## config.mk

```make
export PLATFORM = sky130hd
export DESIGN_NAME = if_fetch_buf
export DESIGN_NICKNAME = d
export VERILOG_FILES = /design/src/rtl/if_fetch_buf_pkg.sv /design/src/rtl/if_fetch_fifo.sv /design/src/rtl/if_fetch_buf.sv
export SDC_FILE = /design/constraint.sdc
export NUM_CORES = 1
export LEC_CHECK = 0
export ABC_AREA = 1
export CORE_MARGIN = 5
export CORE_UTILIZATION = 45
export CTS_CLUSTER_DIAMETER = 100
export DETAILED_ROUTE_END_ITERATION = 12
export DONT_BUFFER_PORTS = 1
export PLACE_DENSITY = 0.57
export RECOVER_POWER = 25
export SLEW_MARGIN = 30
export SYNTH_ARGS = -nofsm -noshare
export SYNTH_HDL_FRONTEND = slang
export SYNTH_SLANG_ARGS = --single-unit
```

## constraint.sdc

```tcl
create_clock -name clk -period 2.7 [get_ports clk]
set_clock_uncertainty 0.05 [all_clocks]
set_input_delay 0.405 -clock clk [delete_from_list [all_inputs] [get_ports clk]]
set_output_delay 0.405 -clock clk [all_outputs]
set_load 0.01 [all_outputs]
```

## src/rtl/if_fetch_buf_pkg.sv

```systemverilog
// Shared fetch-path constants and types for the instruction-fetch buffer.
package if_fetch_buf_pkg;

  localparam int unsigned INSTADDRBUS = 32;
  localparam int unsigned INSTBUS     = 32;
  localparam logic [INSTADDRBUS-1:0] ZEROWORD = 32'h0000_0000;
  localparam logic [INSTBUS-1:0]     NOPINST  = 32'h0000_0000;
  localparam logic RSTENABLE = 1'b1;

  typedef struct packed {
    logic [INSTADDRBUS-1:0] pc;
    logic [INSTBUS-1:0]     inst;
  } fetch_pair_t;

  // Occupancy counters must represent 0..depth inclusive.
  function automatic int unsigned cnt_width(input int unsigned depth);
    return $clog2(depth) + 1;
  endfunction

endpackage

```

## src/rtl/if_fetch_fifo.sv

```systemverilog
// DEPTH-entry {pc, inst, filled} ring: allocate at grant, fill oldest unfilled, pop head.
module if_fetch_fifo
  import if_fetch_buf_pkg::*;
#(
  parameter int unsigned DEPTH = 2
) (
  input  logic                     clk,
  input  logic                     rst,
  input  logic                     flush_i,
  input  logic                     alloc_i,
  input  logic [INSTADDRBUS-1:0]   alloc_pc_i,
  input  logic                     fill_i,
  input  logic [INSTBUS-1:0]       fill_inst_i,
  input  logic                     pop_i,
  output logic                     head_valid_o,
  output logic [INSTADDRBUS-1:0]   head_pc_o,
  output logic [INSTBUS-1:0]       head_inst_o,
  output logic [$clog2(DEPTH):0]   count_o,
  output logic [$clog2(DEPTH):0]   unfilled_o
);

  localparam int unsigned PW = $clog2(DEPTH);
  localparam int unsigned CW = cnt_width(DEPTH);

  logic [INSTADDRBUS-1:0] pc_q   [DEPTH];
  logic [INSTADDRBUS-1:0] pc_d   [DEPTH];
  logic [INSTBUS-1:0]     inst_q [DEPTH];
  logic [INSTBUS-1:0]     inst_d [DEPTH];
  logic [DEPTH-1:0]       filled_q, filled_d;
  logic [PW-1:0]          wr_ptr_q, wr_ptr_d;
  logic [PW-1:0]          fill_ptr_q, fill_ptr_d;
  logic [PW-1:0]          rd_ptr_q, rd_ptr_d;
  logic [CW-1:0]          count_q, count_d;
  logic [CW-1:0]          unfilled_q, unfilled_d;

  // Next-state: flush empties everything; otherwise alloc/fill/pop act independently.
  always_comb begin
    pc_d       = pc_q;
    inst_d     = inst_q;
    filled_d   = filled_q;
    wr_ptr_d   = wr_ptr_q;
    fill_ptr_d = fill_ptr_q;
    rd_ptr_d   = rd_ptr_q;
    count_d    = count_q;
    unfilled_d = unfilled_q;
    if (flush_i) begin
      filled_d   = '0;
      wr_ptr_d   = '0;
      fill_ptr_d = '0;
      rd_ptr_d   = '0;
      count_d    = '0;
      unfilled_d = '0;
    end else begin
      if (alloc_i) begin
        pc_d[wr_ptr_q]     = alloc_pc_i;
        filled_d[wr_ptr_q] = 1'b0;
        wr_ptr_d           = wr_ptr_q + PW'(1);
      end
      // A fill popped in the same cycle (bypass) leaves without being marked filled.
      if (fill_i) begin
        inst_d[fill_ptr_q] = fill_inst_i;
        if (!(pop_i && (rd_ptr_q == fill_ptr_q))) begin
          filled_d[fill_ptr_q] = 1'b1;
        end
        fill_ptr_d = fill_ptr_q + PW'(1);
      end
      if (pop_i) begin
        filled_d[rd_ptr_q] = 1'b0;
        rd_ptr_d           = rd_ptr_q + PW'(1);
      end
      count_d    = count_q + CW'(alloc_i) - CW'(pop_i);
      unfilled_d = unfilled_q + CW'(alloc_i) - CW'(fill_i);
    end
  end

  always_ff @(posedge clk) begin
    if (rst == RSTENABLE) begin
      pc_q       <= '{default: '0};
      inst_q     <= '{default: '0};
      filled_q   <= '0;
      wr_ptr_q   <= '0;
      fill_ptr_q <= '0;
      rd_ptr_q   <= '0;
      count_q    <= '0;
      unfilled_q <= '0;
    end else begin
      pc_q       <= pc_d;
      inst_q     <= inst_d;
      filled_q   <= filled_d;
      wr_ptr_q   <= wr_ptr_d;
      fill_ptr_q <= fill_ptr_d;
      rd_ptr_q   <= rd_ptr_d;
      count_q    <= count_d;
      unfilled_q <= unfilled_d;
    end
  end

  assign head_valid_o = filled_q[rd_ptr_q];
  assign head_pc_o    = pc_q[rd_ptr_q];
  assign head_inst_o  = inst_q[rd_ptr_q];
  assign count_o      = count_q;
  assign unfilled_o   = unfilled_q;

endmodule

```

## src/rtl/if_fetch_buf.sv

```systemverilog
// Instruction-fetch buffer: credit-gated imem requests, in-order response matching, flush discard.
// Optional same-cycle response-to-ID bypass when IF_FETCH_BUF_BYPASS_EN is defined.
module if_fetch_buf
  import if_fetch_buf_pkg::*;
#(
  parameter int unsigned DEPTH = 2
) (
  input  logic                   clk,
  input  logic                   rst,
  input  logic [INSTADDRBUS-1:0] pc_i,
  input  logic                   pc_ce_i,
  output logic                   pc_ready_o,
  output logic                   imem_req_o,
  output logic [INSTADDRBUS-1:0] imem_addr_o,
  input  logic                   imem_gnt_i,
  input  logic                   imem_rvalid_i,
  input  logic [INSTBUS-1:0]     imem_rdata_i,
  output logic                   id_valid_o,
  output logic [INSTADDRBUS-1:0] id_pc_o,
  output logic [INSTBUS-1:0]     id_inst_o,
  input  logic                   id_ready_i,
  input  logic                   flush_i
);

  localparam int unsigned CW = cnt_width(DEPTH);

  logic [CW-1:0] count;
  logic [CW-1:0] unfilled;
  logic [CW-1:0] discard_q, discard_d;
  logic [CW-1:0] pend;
  logic [CW:0]   occ;
  logic          credit;
  logic          discarding;
  logic          fill;
  logic          pop;
  logic          bypass;
  logic          head_valid;
  logic [INSTADDRBUS-1:0] head_pc;
  logic [INSTBUS-1:0]     head_inst;
  fetch_pair_t   id_pair;

  if_fetch_fifo #(.DEPTH(DEPTH)) u_fifo (
    .clk          (clk),
    .rst          (rst),
    .flush_i      (flush_i),
    .alloc_i      (pc_ready_o),
    .alloc_pc_i   (pc_i),
    .fill_i       (fill),
    .fill_inst_i  (imem_rdata_i),
    .pop_i        (pop),
    .head_valid_o (head_valid),
    .head_pc_o    (head_pc),
    .head_inst_o  (head_inst),
    .count_o      (count),
    .unfilled_o   (unfilled)
  );

  // Request credit and handshakes.
  always_comb begin
    occ        = {1'b0, count} + {1'b0, discard_q};
    credit     = occ < (CW+1)'(DEPTH);
    imem_req_o = pc_ce_i && credit && !flush_i && (rst != RSTENABLE);
    imem_addr_o = pc_i;
    pc_ready_o = imem_req_o && imem_gnt_i;
    discarding = discard_q != '0;
    // Responses with nothing outstanding are dropped silently.
    fill       = imem_rvalid_i && !discarding && (unfilled != '0) && !flush_i;
`ifdef IF_FETCH_BUF_BYPASS_EN
    bypass     = fill && !head_valid;
`else
    bypass     = 1'b0;
`endif
    id_valid_o = head_valid || bypass;
    pop        = id_valid_o && id_ready_i && !flush_i;
  end

  // With no filled entry the oldest unfilled entry is the head, so head_pc pairs with the bypassed word.
  always_comb begin
    id_pair = '{pc: ZEROWORD, inst: NOPINST};
    if (head_valid) begin
      id_pair = '{pc: head_pc, inst: head_inst};
    end else if (bypass) begin
      id_pair = '{pc: head_pc, inst: imem_rdata_i};
    end
    id_pc_o   = id_pair.pc;
    id_inst_o = id_pair.inst;
  end

  // Discard counter: flush converts unfilled entries into responses to drop.
  always_comb begin
    pend      = discard_q + unfilled;
    discard_d = discard_q;
    if (flush_i) begin
      discard_d = (imem_rvalid_i && (pend != '0)) ? pend - CW'(1) : pend;
    end else if (discarding && imem_rvalid_i) begin
      discard_d = discard_q - CW'(1);
    end
  end

  always_ff @(posedge clk) begin
    if (rst == RSTENABLE) begin
      discard_q <= '0;
    end else begin
      discard_q <= discard_d;
    end
  end

endmodule

```

After elaboration in Yosys (flattened, before gate mapping)

Cells that the tools add are included.

Register bits after elaboration: 139
Output and inout bits: 99
Logic and storage cells: 101

Add/sub/neg operators: 11
Magnitude comparators: 12
Eq/ne operators: 1
Mux-type cells: 30
Bitwise logic cells: 10
Reduce and logical (&&, ||, !) cells: 26

Operators with widths:

| kind                                                                          | number |
|---|---|
| 32-bit two-way mux                                                            | 8 |
| 64-bit bitwise mux                                                            | 2 |
| 32-bit demux with 1-bit select                                                | 2 |
| 64-bit two-way mux                                                            | 1 |
| 2-bit two-way mux                                                             | 9 |
| 1-bit logical AND                                                             | 17 |
| 2-bit nonzero test                                                            | 4 |
| 2-bit greater-or-equal comparator (second input constant)                     | 3 |
| 1-bit by 2-bit less-than comparator with 1-bit output (second input constant) | 3 |
| 1-bit NOT with 2-bit output                                                   | 3 |
| 1-bit two-way mux                                                             | 5 |
| 2-bit by 1-bit adder with 2-bit output                                        | 2 |
| 2-bit AND                                                                     | 2 |
| 2-bit by 1-bit less-than comparator with 1-bit output (second input constant) | 2 |
| 2-bit NOT                                                                     | 2 |
| 2-bit AND reduction                                                           | 2 |
| 2-bit by 1-bit subtractor with 2-bit output                                   | 2 |
| 2-bit by 1-bit subtractor with 2-bit output (second input constant)           | 2 |
| 1-bit adder (second input constant)                                           | 3 |
| 2-bit by 2-bit adder with 3-bit output                                        | 1 |
| 1-bit demux with 1-bit select                                                 | 3 |
| 1-bit greater-or-equal comparator (second input constant)                     | 3 |
| 3-bit by 2-bit less-than comparator with 1-bit output (second input constant) | 1 |
| 2-bit adder                                                                   | 1 |
| other kinds (5)                                                               | 7 |

Depth between registers and ports, before layout

Depth after elaboration: 14
Gate-level depth with buffers: 13
Depth with buffers taken out: 12

Hierarchy

Synthesis repeated with hierarchy kept, for this count alone.

Cell total of the unflattened synthesis: 1105
Area total of the unflattened synthesis: 7051.8 um^2

By module, submodules not included:

| module        | instances | cells an instance | area an instance (um^2) | sequential area each (um^2) |
|---|---|---|---|---|
| if_fetch_fifo | 1         | 893               | 6014.5                  | 2742.6 |
| if_fetch_buf  | 1         | 212               | 1037.2                  | 40.0 |

Worst setup path after synthesis

No wires, ideal clock.

Kind: register to register
Start point: reg discard_q[1]
End point: reg u_fifo.count_q[1] (netlist: u_fifo.count_o[1])
Setup time: 0.070 ns
Arrival: 2.110 ns
Data required time: 2.580 ns
Slack: 0.470 ns
Stages on the path, launching flop included: 12
Path buffers: 1
Cell sequence: dfxtp_1 > fa_1 > nor2_1 > nand2_1 > nor2_8 > buf_6 > nand2_1 > inv_1 > ha_1 > xnor2_1 > or2_2 > a21oi_1

Word-level cells in the longest chain between the ends: 8

Ends and longest elaborated chain:

| element                                               | line                | source |
|---|---|---|
| from (decl)                                           | if_fetch_buf.sv:29  | `logic [CW-1:0] discard_q, discard_d;` |
| from (signal assigned)                                | if_fetch_buf.sv:104 | `discard_q <= discard_d;` |
| 2-bit by 2-bit adder with 3-bit output                | if_fetch_buf.sv:60  | `occ = {1'b0, count} + {1'b0, discard_q};` |
| 3-bit by 2-bit less-than comparator with 1-bit output | if_fetch_buf.sv:61  | `credit = occ < (CW+1)'(DEPTH);` |
| 1-bit logical AND (3 in series)                       | if_fetch_buf.sv:62  | `imem_req_o = pc_ce_i && credit && !flush_i && (rst != RSTENABLE);` |
| 1-bit logical AND                                     | if_fetch_buf.sv:64  | `pc_ready_o = imem_req_o && imem_gnt_i;` |
| net pc_ready_o                                        | if_fetch_buf.sv:12  | `output logic pc_ready_o,` |
| 2-bit by 1-bit adder with 2-bit output                | if_fetch_fifo.sv:71 | `count_d = count_q + CW'(alloc_i) - CW'(pop_i);` |
| 2-bit by 1-bit subtractor with 2-bit output           | if_fetch_fifo.sv:71 |  |
| to (signal assigned)                                  | if_fetch_fifo.sv:93 | `count_q <= count_d;` |
| to (decl)                                             | if_fetch_fifo.sv:33 | `logic [CW-1:0] count_q, count_d;` |

The timed path passes the listed nets, and every way through them passes these cells.
A chain may end at the register's enable or synchronous reset.

Worst setup path after layout

Start point: reg discard_q[1]
End point: out imem_req_o

Word-level cells in the longest chain between the ends: 5

Ends and longest elaborated chain:

| element                                               | line               | source |
|---|---|---|
| 2-bit by 2-bit adder with 3-bit output                | if_fetch_buf.sv:60 |  |
| 3-bit by 2-bit less-than comparator with 1-bit output | if_fetch_buf.sv:61 |  |
| 1-bit logical AND (3 in series)                       | if_fetch_buf.sv:62 |  |
| to (decl)                                             | if_fetch_buf.sv:13 | `output logic imem_req_o,` |

No other way between the ends.

==> flow_summary.json <==
{
  "power_frac_clock_pct": 51.7,
  "required_ns": 2.25,
  "ant_nets": 0,
  "antenna_cells": 0,
  "viasPerCell": 4.95,
  "maxSlewViolCount": 0,
  "power_density_nw_per_um2": 623,
  "grt_remaining_overflow": 0,
  "crit_arrival_ns": 2.00,
  "grt_antenna_before_repair": 0,
  "die_w_um": 137,
  "intPower_w": 0.00370,
  "end_kind": "output pin",
  "cts_sinks": 139,
  "slew_headroom_pct": 46.4,
  "seqPwrFrac_pct": 43.7,
  "drt_first_pass_iters": 4,
  "syn_area_per_cell_um2": 6.34,
  "fin_area_um2": 7660,
  "area_growth_pct": 6.17,
  "syn-num-nets": 1218,
  "grtUsageTotal_pct": 20.8,
  "grt_pass1_vias": 6319,
  "placed_cell_area_um2": 7040,
  "dp_hpwl_mm": 11.1,
  "final_nets": 1145,
  "ys_seq_area_share_pct": 38.5,
  "ys_ff_latch": 139,
  "switching_share_pct": 22.5,
  "period_needed_ns": 2.45,
  "post-route-period-util_pct": 90.9,
  "critPathLaunch": "discard_q[1]",
  "critPathKind": "flip-flop to output pin",
  "row_count": 46,
  "tightest_slew_ns": 0.804,
  "drt_iter0_markers": 380,
  "hold_path_depth": 2,
  "grt_max_degree": 68,
  "die_h_um": 137,
  "switching_power_w": 0.00107,
  "worst_ir_drop_vdd_mv": 0.523,
  "maxCapViolCount": 0,
  "status": "finished clean",
  "r2r_start": "discard_q[1]",
  "fmax_mhz": 407,
  "start_kind": "flip-flop",
  "die_area_um2": 18700,
  "io_pins": 170,
  "critical_path_peak_fanout": 49,
  "routedWlPerCell_um": 14.4,
  "core_area_um2": 15800,
  "ys_types": 26,
  "drt_wl_total_mm": 18.7,
  "cts_tree": "done",
  "clock_latency_ns": 0.41,
  "vias": 6414,
  "port-buffer-count": 0,
  "grt_setup_unrepaired": "no",
  "route.detailed.drc": 0,
  "setup_tns_ns": 0,
  "place_congestion": 0.774,
  "min_from": "flush_i",
  "yosys_warnings": 0,
  "setup_viol": 0,
  "reg2reg_depth": 10,
  "grt_pass1_wl_mm": 31.1,
  "hold_violations": 0,
  "drive_gt1_share_pct": 5.75,
  "hold_class": "primary input to flip-flop",
  "initial_core_util_pct": 45.6,
  "pwr-share-comb_pct": 4.6,
  "hold_slack_ns": 0.0931,
  "clockBufferDepth": 2,
  "leakagePower_nw": 3.79,
  "cts-buffers-inserted": 17,
  "synth_cells": 1139,
  "clock-root-buffer": "clkbuf_16",
  "synthesis.area_um2": 7220,
  "clkTransAtPathRegs_ns": 0.06,
  "htreeDepth": 4
}
==> critical path: stages (launching register included) <==
cell and delay, ns:
dfxtp_1 0.43, fa_1 0.44, nor2_1 0.11, nand2_1 0.12, nor2_8 0.14, buf_6 0.34
==> registers in the layout (all words and copies together), names as in the netlist <==
signal             cells
u_fifo.count_o         2
u_fifo.filled_q        2
u_fifo.pc_q           64
u_fifo.fill_ptr_q      1
u_fifo.wr_ptr_q        1
u_fifo.unfilled_o      2
u_fifo.rd_ptr_q        1
u_fifo.inst_q         64
discard_q              2
==> cells in the mapped netlist (all sizes together) <==
| library cell | instances | area, um^2 |
|---|---|---|
| xnor2 | 3 | 26.3 |
| buf | 79 | 510 |
| nor2 | 202 | 782 |
| a21oi | 40 | 200 |
| dfxtp | 139 | 2780 |
| clkbuf | 30 | 113 |
| o21ai | 35 | 175 |
| nor3 | 1 | 5.00 |
| xor2 | 3 | 26.3 |
| or2 | 2 | 12.5 |
| nand4 | 64 | 400 |
| inv | 120 | 455 |
| nand3 | 38 | 205 |
| nand2 | 375 | 1420 |
| fa | 1 | 20.0 |
| ha | 7 | 87.6 |
==> area by class of cell <==
| cell class | count | area, um^2 |
|---|---|---|
| inverters | 120 | 455 |
| repair buffers | 17 | 179 |
| clock inverters | 13 | 193 |
| clock buffers | 19 | 433 |
| fillers | 1726 | 8160 |
| well taps | 216 | 270 |
| flip-flops and latches | 139 | 2780 |
| multi-input cells | 771 | 3350 |
==> power groups by stage <==
| stage | clock [W] | combinational (W) | sequential, W |
|---|---|---|---|
| floorplan | 0 | 0.000243 | 0.00213 |
| global placement | 0 | 0.000210 | 0.00213 |
| detailed placement | 0 | 0.000208 | 0.00213 |
| CTS | 0.00253 | 0.000221 | 0.00209 |
| global route | 0.00262 | 0.000255 | 0.00209 |
| finish | 0.00247 | 0.000218 | 0.00209 |
==> cell usage in the layout, fill, tap and decap left out, drive strengths merged, types with 4 or more instances in the layout <==
cell and n:
o21ai 35, ha 7, nand2 375, a21oi 40
dfxtp 139, nor2 202, bufinv 4, clkbuf 20
clkinv 5, inv 122, nand3 38, buf 16
nand4 64
==> per-layer routing <==
metal | share of wire (%) | wire (um) | global-route usage [%] | up-vias
met2 | 46 | 8660 | 34.7 | 146
met5 | 0 | 0 | 0 | -
met1 | 46 | 8570 | 25.6 | 2922
li1 | - | - | - | 3322
met4 | 1.9 | 350 | 6.94 | 0
met3 | 6.0 | 1130 | 6.40 | 24
==> stage by stage <==
stage | cells | total power [W] | utilization (%) | setup slack [ns]
after floorplan | 1139 | 0.00237 | - | 0.470
after global placement | 1262 | 0.00234 | 44.5 | 0.548
after detailed placement | 1262 | 0.00234 | 44.5 | 0.524
after CTS | 1295 | 0.00484 | 48.6 | 0.105
after global routing | 1295 | 0.00496 | 48.4 | 0.0473
final | 1295 | 0.00478 | 48.4 | 0.245
==> kinds of logic after synthesis <==
family	synth area share [%]
simple gates	39.1
buf+inv	14.9
flops	38.5
compound gates	5.20
fa+ha+maj	1.49
xor+xnor	0.728
==> final timing paths <==
| kind | to | slack (ns) |
|---|---|---|
| setup reg to reg | u_fifo.count_o[1] | 0.53 |
| setup / recovery | imem_req_o | 0.25 |
| hold reg to reg | u_fifo.inst_q[44] | 0.41 |
| hold / removal | discard_q[0] | 0.09 |
==> what timing repair did <==
action	4_1_cts	5_1_grt
hold buffers	1	0
gates resized for setup	0	1
hold endpoints to repair	32	0
setup endpoints to repair	0	1
setup buffers	0	0
(Power assumes the default switching activity.)
